File: src/rtl/mem_arbiter_fsm.sv
// Fixed-priority arbiter sharing one pipelined memory between the D-cache and I-cache miss paths.
// Optional starvation guard for the I side is built only when STARVE_GUARD_EN is defined.
module mem_arbiter_fsm #(
  parameter int ADDR_WIDTH = 16,
  parameter int BURST_LEN  = 4,
  parameter int MEM_LAT    = 4,
  parameter int STARVE_MAX = 3
) (
  input  logic                          clk,
  input  logic                          rst,
  input  logic                          d_req,
  input  logic                          d_wr,
  input  logic [ADDR_WIDTH-1:0]         d_addr,
  input  logic [15:0]                   d_wdata,
  input  logic                          i_req,
  input  logic [ADDR_WIDTH-1:0]         i_addr,
  output logic [15:0]                   d_rdata,
  output logic [15:0]                   i_rdata,
  output logic                          d_rvalid,
  output logic                          i_rvalid,
  output logic [$clog2(BURST_LEN)-1:0]  d_widx,
  output logic [$clog2(BURST_LEN)-1:0]  i_widx,
  output logic                          d_done,
  output logic                          i_done,
  output logic                          mem_en,
  output logic                          mem_wr,
  output logic [ADDR_WIDTH-1:0]         mem_addr,
  output logic [15:0]                   mem_wdata,
  input  logic [15:0]                   mem_rdata,
  input  logic                          mem_rvalid,
  output logic                          freeze,
  output logic                          busy
);
  localparam int IDX_W = $clog2(BURST_LEN);
  localparam int CNT_W = IDX_W + 1;
  localparam int LAT_W = $clog2(MEM_LAT + 1);
  localparam logic [ADDR_WIDTH-1:0] LINE_MASK = ~ADDR_WIDTH'(BURST_LEN - 1);

  typedef enum logic [1:0] {IDLE, D_RD, I_RD, D_WR} state_t;

  state_t                  state_q;
  logic [CNT_W-1:0]        iss_cnt_q;
  logic [CNT_W-1:0]        ret_cnt_q;
  logic [LAT_W-1:0]        wait_cnt_q;
  logic [ADDR_WIDTH-1:0]   base_q;
  logic                    mem_en_q;
  logic                    mem_wr_q;
  logic [ADDR_WIDTH-1:0]   mem_addr_q;
  logic [15:0]             mem_wdata_q;

  logic                    rd_state;
  logic                    ret_ok;
  logic                    last_ret;
  logic                    wr_done;
  logic                    starve_hit;
  logic                    grant_i;
  logic                    grant_d_rd;
  logic                    grant_d_wr;
  logic [ADDR_WIDTH-1:0]   line_base;

`ifdef STARVE_GUARD_EN
  localparam int SW = $clog2(STARVE_MAX + 1);
  logic [SW-1:0] starve_q;
`endif

  always_comb begin
    rd_state   = (state_q == D_RD) || (state_q == I_RD);
    // A return is only accepted for a word that has already been issued.
    ret_ok     = rd_state && mem_rvalid && (ret_cnt_q < iss_cnt_q);
    last_ret   = ret_ok && (ret_cnt_q == CNT_W'(BURST_LEN - 1));
    wr_done    = (state_q == D_WR) && (wait_cnt_q == LAT_W'(MEM_LAT));
`ifdef STARVE_GUARD_EN
    starve_hit = i_req && (starve_q >= SW'(STARVE_MAX));
`else
    starve_hit = 1'b0;
`endif
    grant_i    = i_req && (starve_hit || !(d_req && !d_wr));
    grant_d_rd = d_req && !d_wr && !grant_i;
    grant_d_wr = d_req && d_wr && !i_req;
    line_base  = (grant_i ? i_addr : d_addr) & LINE_MASK;
  end

  always_ff @(posedge clk or negedge rst) begin
    if (!rst) begin
      state_q     <= IDLE;
      iss_cnt_q   <= '0;
      ret_cnt_q   <= '0;
      wait_cnt_q  <= '0;
      base_q      <= '0;
      mem_en_q    <= 1'b0;
      mem_wr_q    <= 1'b0;
      mem_addr_q  <= '0;
      mem_wdata_q <= '0;
`ifdef STARVE_GUARD_EN
      starve_q    <= '0;
`endif
    end else begin
      case (state_q)
        IDLE: begin
          iss_cnt_q  <= '0;
          ret_cnt_q  <= '0;
          wait_cnt_q <= '0;
          mem_en_q   <= 1'b0;
          mem_wr_q   <= 1'b0;
          if (grant_i || grant_d_rd) begin
            state_q    <= grant_i ? I_RD : D_RD;
            base_q     <= line_base;
            mem_en_q   <= 1'b1;
            mem_addr_q <= line_base;
            iss_cnt_q  <= CNT_W'(1);
          end else if (grant_d_wr) begin
            state_q     <= D_WR;
            mem_en_q    <= 1'b1;
            mem_wr_q    <= 1'b1;
            mem_addr_q  <= d_addr;
            mem_wdata_q <= d_wdata;
          end
`ifdef STARVE_GUARD_EN
          if (grant_i || !i_req) starve_q <= '0;
          else if (grant_d_rd)   starve_q <= starve_q + SW'(1);
`endif
        end
        D_RD, I_RD: begin
          if (iss_cnt_q < CNT_W'(BURST_LEN)) begin
            mem_en_q   <= 1'b1;
            mem_addr_q <= base_q + ADDR_WIDTH'(iss_cnt_q);
            iss_cnt_q  <= iss_cnt_q + CNT_W'(1);
          end else begin
            mem_en_q   <= 1'b0;
          end
          if (ret_ok)   ret_cnt_q <= ret_cnt_q + CNT_W'(1);
          if (last_ret) state_q   <= IDLE;
        end
        D_WR: begin
          mem_en_q   <= 1'b0;
          mem_wr_q   <= 1'b0;
          wait_cnt_q <= wait_cnt_q + LAT_W'(1);
          if (wr_done) state_q <= IDLE;
        end
        default: state_q <= IDLE;
      endcase
    end
  end

  // Returned data and freeze are forced low while reset is held.
  assign d_rdata   = mem_rdata & {16{rst}};
  assign i_rdata   = mem_rdata & {16{rst}};
  assign d_rvalid  = ret_ok && (state_q == D_RD);
  assign i_rvalid  = ret_ok && (state_q == I_RD);
  assign d_widx    = ret_cnt_q[IDX_W-1:0];
  assign i_widx    = ret_cnt_q[IDX_W-1:0];
  assign d_done    = ((state_q == D_RD) && last_ret) || wr_done;
  assign i_done    = (state_q == I_RD) && last_ret;
  assign mem_en    = mem_en_q;
  assign mem_wr    = mem_wr_q;
  assign mem_addr  = mem_addr_q;
  assign mem_wdata = mem_wdata_q;
  assign freeze    = rst && (d_req || i_req);
  assign busy      = (state_q != IDLE);

endmodule

File: config.mk
export PLATFORM = sky130hd
export DESIGN_NAME = mem_arbiter_fsm
export DESIGN_NICKNAME = d
export VERILOG_FILES = /design/src/rtl/mem_arbiter_fsm.sv
export SDC_FILE = /design/constraint.sdc
export NUM_CORES = 1
export LEC_CHECK = 0
export ABC_AREA = 1
export CAP_MARGIN = 5
export CORE_ASPECT_RATIO = 0.5
export CORE_MARGIN = 4
export CORE_UTILIZATION = 43
export DETAILED_ROUTE_END_ITERATION = 12
export PLACE_DENSITY = 0.81
export REMOVE_ABC_BUFFERS = 1
export SLEW_MARGIN = 10
export SYNTH_ARGS = -nofsm -noshare
export SYNTH_HDL_FRONTEND = slang
export SYNTH_SLANG_ARGS = --single-unit
File: constraint.sdc
create_clock -name clk -period 2.1 [get_ports clk]
set_input_delay 0.42 -clock clk [delete_from_list [all_inputs] [get_ports clk]]
set_output_delay 0.42 -clock clk [all_outputs]
set_load 0.05 [all_outputs]
==> impl_metrics.tcl, run 1 <==
set metrics [dict create \
    instances_no_fill 701 \
    cts_buffers 9 \
    ant_nets 0 \
    coreArea_mm2 0.00757 \
    postLayoutCoreUtil_pct 75.8 \
    overflow 0 \
    hold_violations 0 \
    critPathMaxFanout 3 \
    dieArea_mm2 0.00963 \
    gp_congestion 0.878 \
    grt_first_pass_wirelength_um 17200 \
    via_per_inst 5.07 \
    drt-total-wl_um 10900 \
    clk_path_buf_depth 2 \
    slowest_stage "dfrtp_1" \
    post_dp_cell_area_mm2 0.00526 \
    cp.arrival_ns 1.84 \
    ios 146 \
    fin_nets 671 \
    synth.area.top_cells "dfrtp_1 (43%), nand2_1 (15%), nand3_1 (6.1%)" \
    rows 22 \
    synth.avg_cell_area_um2 7.69 \
    setup_tns_ns -0.481 \
    worstSkewPairLatency_ns 0.33 \
    fin_ws_ns -0.161 \
    setup_viol 4 \
    outcome "finished with violations" \
    syn-instance-count 450 \
    n_fill_cell 484 \
    syn2layout_area_growth_pct 65.8 \
    max_clock_freq_mhz 442 \
    drc 0 \
    worst_slew_pin_slew_ns 0.599 \
    end_kind "output port" \
    violations "negative setup slack" \
    drtIter0Drc 303 \
    dp.cells 677 \
    grt_util_all_layers_pct 22.5 \
    synthDistinctLibCells 29 \
    relSlewSlack_pct 60.0 \
    reg2reg_from "ret_cnt_q[2]" \
    slew_viol_final 0 \
    path_cells "ha_4, a21oi_4, nand4_1, nor2_1, buf_12" \
    critPathRequiredTime_ns 1.68 \
    fin_area_mm2 0.00573 \
    netlist.area_leader.share_pct 42.7 \
    cp_slowest_stage_delay_ns 0.42 \
    crit_type "register to output port" \
    portBuffers 143 \
    grt_pass1_vias 3505 \
    ys_seq_area_share_pct 42.7 \
    critPathLaunchType "register" \
    routedWlPerCell_um 15.5 \
    hpwlAfterDp_um 7520 \
    n_antenna_cell 0 \
    min_period_over_period_pct 108 \
    cts_tree "yes" \
    ys_warn_count 0 \
    crit_start "ret_cnt_q[2]" \
    num_vias 3557 \
    drive_above_1_share_pct 17.4 \
    hold_buffers 0 \
    synth_seq_cells 59 \
    start_util_pct 45.7 \
    worst-r2r-cell-count 9 \
    grt_max_degree 29 \
    ir_worst_vdd_v 0.00103 \
    clock-sinks 59 \
    die_y_um 71.4 \
    synth.cell_area_mm2 0.00346 \
    p_per_area_mw_per_mm2 1590 \
    max_cap_violations 0 \
    clock_skew_ns 0.00598 \
    root_buffer "clkbuf_16" \
    post-route-min-period_ns 2.26 \
    die-width_um 135 \
    hold-worst-slack_ns 0.0300 \
    firstDrtPassIters 7 \
    cts_htree_levels 3 \
    power.leakage_nw 2.81 \
    synth_top_cell_by_area "dfrtp_1" \
    rsz0062_at_grt "true" \
    path_clk_slew_ns 0.05 \
    min_path_type "input pin to async pin" \
    antenna_found_initial 0 \
]
==> critical path, delay by kind of cell, from the launching register on <==
kind | cells | cell delay, ns
fa+ha+maj | 1 | 0.28
flops | 1 | 0.42
simple gates | 2 | 0.48
compound gates | 1 | 0.16
buf+inv | 1 | 0.17
==> state kept, by name (all words and copies together) (netlist names) <==
| register | cells |
|---|---|
| wait_cnt_q | 3 |
| ret_cnt_q | 3 |
| mem_en | 1 |
| mem_wdata | 16 |
| mem_addr | 16 |
| mem_wr | 1 |
| state_q | 2 |
| iss_cnt_q | 3 |
| base_q | 14 |
==> what timing repair did <==
action,in CTS,in global routing
setup buffers,8,1
setup endpoints to repair,4,7
resized for setup,20,3
pin swaps,6,2
==> placed cells by master (no fill, tap or decap), types with 6 or more instances in the layout <==
master,synthesis,routed
a21oi_1,14,13
clkdlybuf4s50_1,0,101
ha_1,13,10
nand3_1,42,41
mux2_2,6,6
buf_4,23,17
clkbuf_16,0,9
inv_1,52,47
o21ai_0,15,14
buf_12,0,38
mux2_1,10,10
dfrtp_1,59,59
nor2_1,31,29
nand2_1,139,137
inv_2,3,8
a31oi_1,9,9
==> cell families after synthesis <==
logic type	count (synthesis)	share of synthesized area, %
compound gates	45	7.34
fa+ha+maj	13	4.70
buf+inv	89	12.3
flops	59	42.7
mux	16	5.21
simple gates	228	27.7
==> power by group <==
group	switching [mW]	leakage, nW	internal, mW
Clock	0.511	0.159	1.10
Combinational	3.49	1.94	1.91
Sequential	0.381	0.716	1.70
==> synth_stat cells <==
| cell type | number |
|---|---|
| o21bai_1 | 1 |
| o22ai_1 | 1 |
| a21oi_1 | 14 |
| nand3_1 | 42 |
| o21ai_0 | 15 |
| ha_1 | 13 |
| nand2_2 | 3 |
| nand2_4 | 1 |
| nor3_1 | 1 |
| mux2_1 | 10 |
| clkbuf_1 | 6 |
| mux2_2 | 6 |
| a21boi_0 | 1 |
| nor2_4 | 1 |
| nand4_1 | 5 |
| buf_4 | 23 |
| o211ai_1 | 3 |
| or2_2 | 1 |
| a22o_1 | 1 |
| buf_2 | 5 |
| nor2_1 | 31 |
| inv_2 | 3 |
| dfrtp_1 | 59 |
| nor2_2 | 1 |
| a31oi_1 | 9 |
| inv_1 | 52 |
| and3_1 | 1 |
| nand2_1 | 139 |
| nand3b_1 | 2 |
==> through the flow <==
step	worst slack, ns	power, mW
floorplan	-0.983	5.28
global route	-0.182	9.62
global placement	0.0845	7.01
finish	-0.161	9.09
CTS	-0.0281	9.04
detailed placement	0.0397	7.15
==> metal layers <==
| layer | vias up | routed length [um] | global-route usage, % |
|---|---|---|---|
| met1 | 1666 | 4300 | 26.4 |
| met2 | 166 | 5570 | 40.8 |
| met4 | 0 | 238 | 8.13 |
| li1 | 1698 | - | - |
| met5 | - | 0 | 0 |
| met3 | 27 | 760 | 5.19 |
==> worst paths after layout <==
path / to / slack [ns]
max: i_done / -0.16
min: mem_wdata[13] / 0.03
max reg2reg: state_q[1] / 0.13
min reg2reg: mem_addr[8] / 0.49
max in group asynchronous: mem_wdata[2] / 1.36
min in group clk: mem_addr[8] / 0.49
==> area by class of cell <==
class / instances / area, um2 / area share (%)
tap: 108 / 135 / 2.36
sequential: 59 / 1480 / 25.7
clock buffer: 12 / 256 / 4.47
timing repair buffer: 161 / 1950 / 34.1
inverter: 55 / 206 / 3.60
clock inverter: 4 / 72.6 / 1.27
multi-input combinational: 302 / 1630 / 28.5
(Power assumes the default switching activity.)
==> run 2: changes to the inputs <==
TNS_END_PERCENT = 5   (was unset)
==> run 2 against run 1 <==
Net effect: the flow still finishes with violations (negative setup slack); design area about the same; total power down 0.17%; hold slack better by 0.0028 ns; clock-buffer cell count unchanged; global-route usage down 0.56 points; utilization up 0.066 points.
==> impl_metrics.tcl, run 2 (same netlist as run 1, synthesis figures left out) <==
set metrics [dict create \
    worst-r2r-cell-count 12 \
    cts_tree "yes" \
    routedWlPerCell_um 15.2 \
    dp_worst_setup_slack_ns 0.0397 \
    ant_nets 0 \
    cp.arrival_ns 1.78 \
    portBuffers 143 \
    ios 146 \
    worstSkewPairLatency_ns 0.33 \
    ir_worst_vdd_v 0.00114 \
    path_clk_slew_ns 0.05 \
    relSlewSlack_pct 59.5 \
    critPathMaxFanout 3 \
    power_switching_mw 4.35 \
    max_cap_violations 0 \
    coreArea_mm2 0.00757 \
    min_period_over_period_pct 105 \
    crit_start "iss_cnt_q[2]" \
    start_util_pct 45.7 \
    drtIter0Drc 227 \
    dieArea_mm2 0.00963 \
    clkPwrFrac_pct 17.7 \
    fin_ws_ns -0.104 \
    syn2layout_area_growth_pct 65.9 \
    switching_share_pct 48.0 \
    grt_util_all_layers_pct 22.0 \
    post_dp_cell_area_mm2 0.00526 \
    post-route-min-period_ns 2.20 \
    intPower_mw 4.72 \
    fin_area_mm2 0.00574 \
    dp.cells 677 \
    rr_endpoint "mem_addr[14]" \
    p_per_area_mw_per_mm2 1580 \
    max_clock_freq_mhz 454 \
    outcome "finished with violations" \
    n_antenna_cell 0 \
    dr_wl_met3_um 620 \
    rrSetupSlack_ns 0.22 \
    slew_viol_final 0 \
    hpwlAfterDp_um 7520 \
    via_per_inst 4.98 \
    clock-sinks 59 \
    rsz0062_at_grt "true" \
    overflow 0 \
    grt_pass1_vias 3462 \
    crit_end "d_done" \
    instances_no_fill 703 \
    top_layer "met4" \
    worst_slew_pin_slew_ns 0.607 \
    reg2reg_from "state_q[0]" \
    die-width_um 135 \
    cts_htree_levels 3 \
    violations "negative setup slack" \
    wl_met2_um 5600 \
    crit_type "register to output port" \
    wl_met1_um 4350 \
    antenna_found_initial 0 \
    critPathLaunchType "register" \
    hold_buffers 0 \
    firstDrtPassIters 5 \
    clk_path_buf_depth 2 \
    drt-total-wl_um 10700 \
    mostFrequentLayoutCell "nand2_1" \
    hold_violations 0 \
    gp_congestion 0.878 \
    critPathRequiredTime_ns 1.68 \
    cts_buffers 9 \
    power.leakage_nw 2.80 \
    finalPower_mw 9.08 \
    grt_first_pass_wirelength_um 16900 \
    drc 0 \
    end_kind "output port" \
    rows 22 \
    fin_nets 673 \
    num_vias 3503 \
    root_buffer "clkbuf_16" \
    drive_above_1_share_pct 18.0 \
    clock_skew_ns 0.00679 \
    grt_max_degree 29 \
    min_path_type "input pin to async pin" \
    setup_tns_ns -0.198 \
    final_cell_mix "nand2_1 (137), clkdlybuf4s50_1 (102), dfrtp_1 (59), inv_1 (46), nand3_1 (41)" \
    setup_viol 4 \
    die_y_um 71.4 \
    p_seq_share_pct 22.9 \
    combPwrFrac_pct 59.4 \
]
run 2: layer usage:
layer	global-route usage, %	vias to the layer above
met5	0	-
met4	6.32	0
met3	4.35	13
met2	41.0	131
met1	25.9	1665
li1	-	1694
run 2: worst min-delay path by stage:
stage	startpoint	to	slack, ns
after global placement	rst	mem_wdata[13]	0.37
final	rst	mem_wdata[13]	0.03
after CTS	rst	mem_wdata[13]	0.03
after global routing	rst	mem_wdata[13]	0.03
after floorplan	rst	base_q[10]	0.12
after detailed placement	rst	mem_wdata[13]	0.37
run 2: final cells by class:
type	instances	area, um2
Clock inverter	4	72.6
Clock buffer	12	256
Multi-Input combinational cell	302	1630
Timing Repair Buffer	163	1970
Tap cell	108	135
Sequential cell	59	1480
Fill cell	487	1830
Inverter	55	206
run 2: worst max-delay path, stage by stage (launching register included):
cell and delay [ns]:
dfrtp_1 0.40, inv_2 0.09, ha_4 0.21, a21oi_4 0.14, nand4_1 0.21, o21ai_2 0.24
buf_12 0.16
run 2: power groups by stage:
| stage | registers, mW | logic [mW] | clock network (mW) |
|---|---|---|---|
| after floorplan | 3.24 | 2.04 | 0 |
| final | 2.08 | 5.39 | 1.61 |
| after global routing | 2.15 | 5.79 | 1.67 |
| after detailed placement | 2.09 | 5.07 | 0 |
| after global placement | 2.05 | 4.96 | 0 |
| after CTS | 2.07 | 5.34 | 1.62 |
run 2: timing repair:
action,4_1_cts,5_1_grt
gates resized for setup,18,4
endpoints found under the setup margin,4,6
pin swaps,6,3
hold endpoints to repair,0,0
buffers inserted,8,3
run 2: through the flow:
step                hold slack, ns  utilization (%)
finish                      0.0329             75.8
global route                0.0321             75.8
CTS                         0.0255             75.4
detailed placement           0.372             69.4
global placement             0.373             69.4
floorplan                    0.124                -
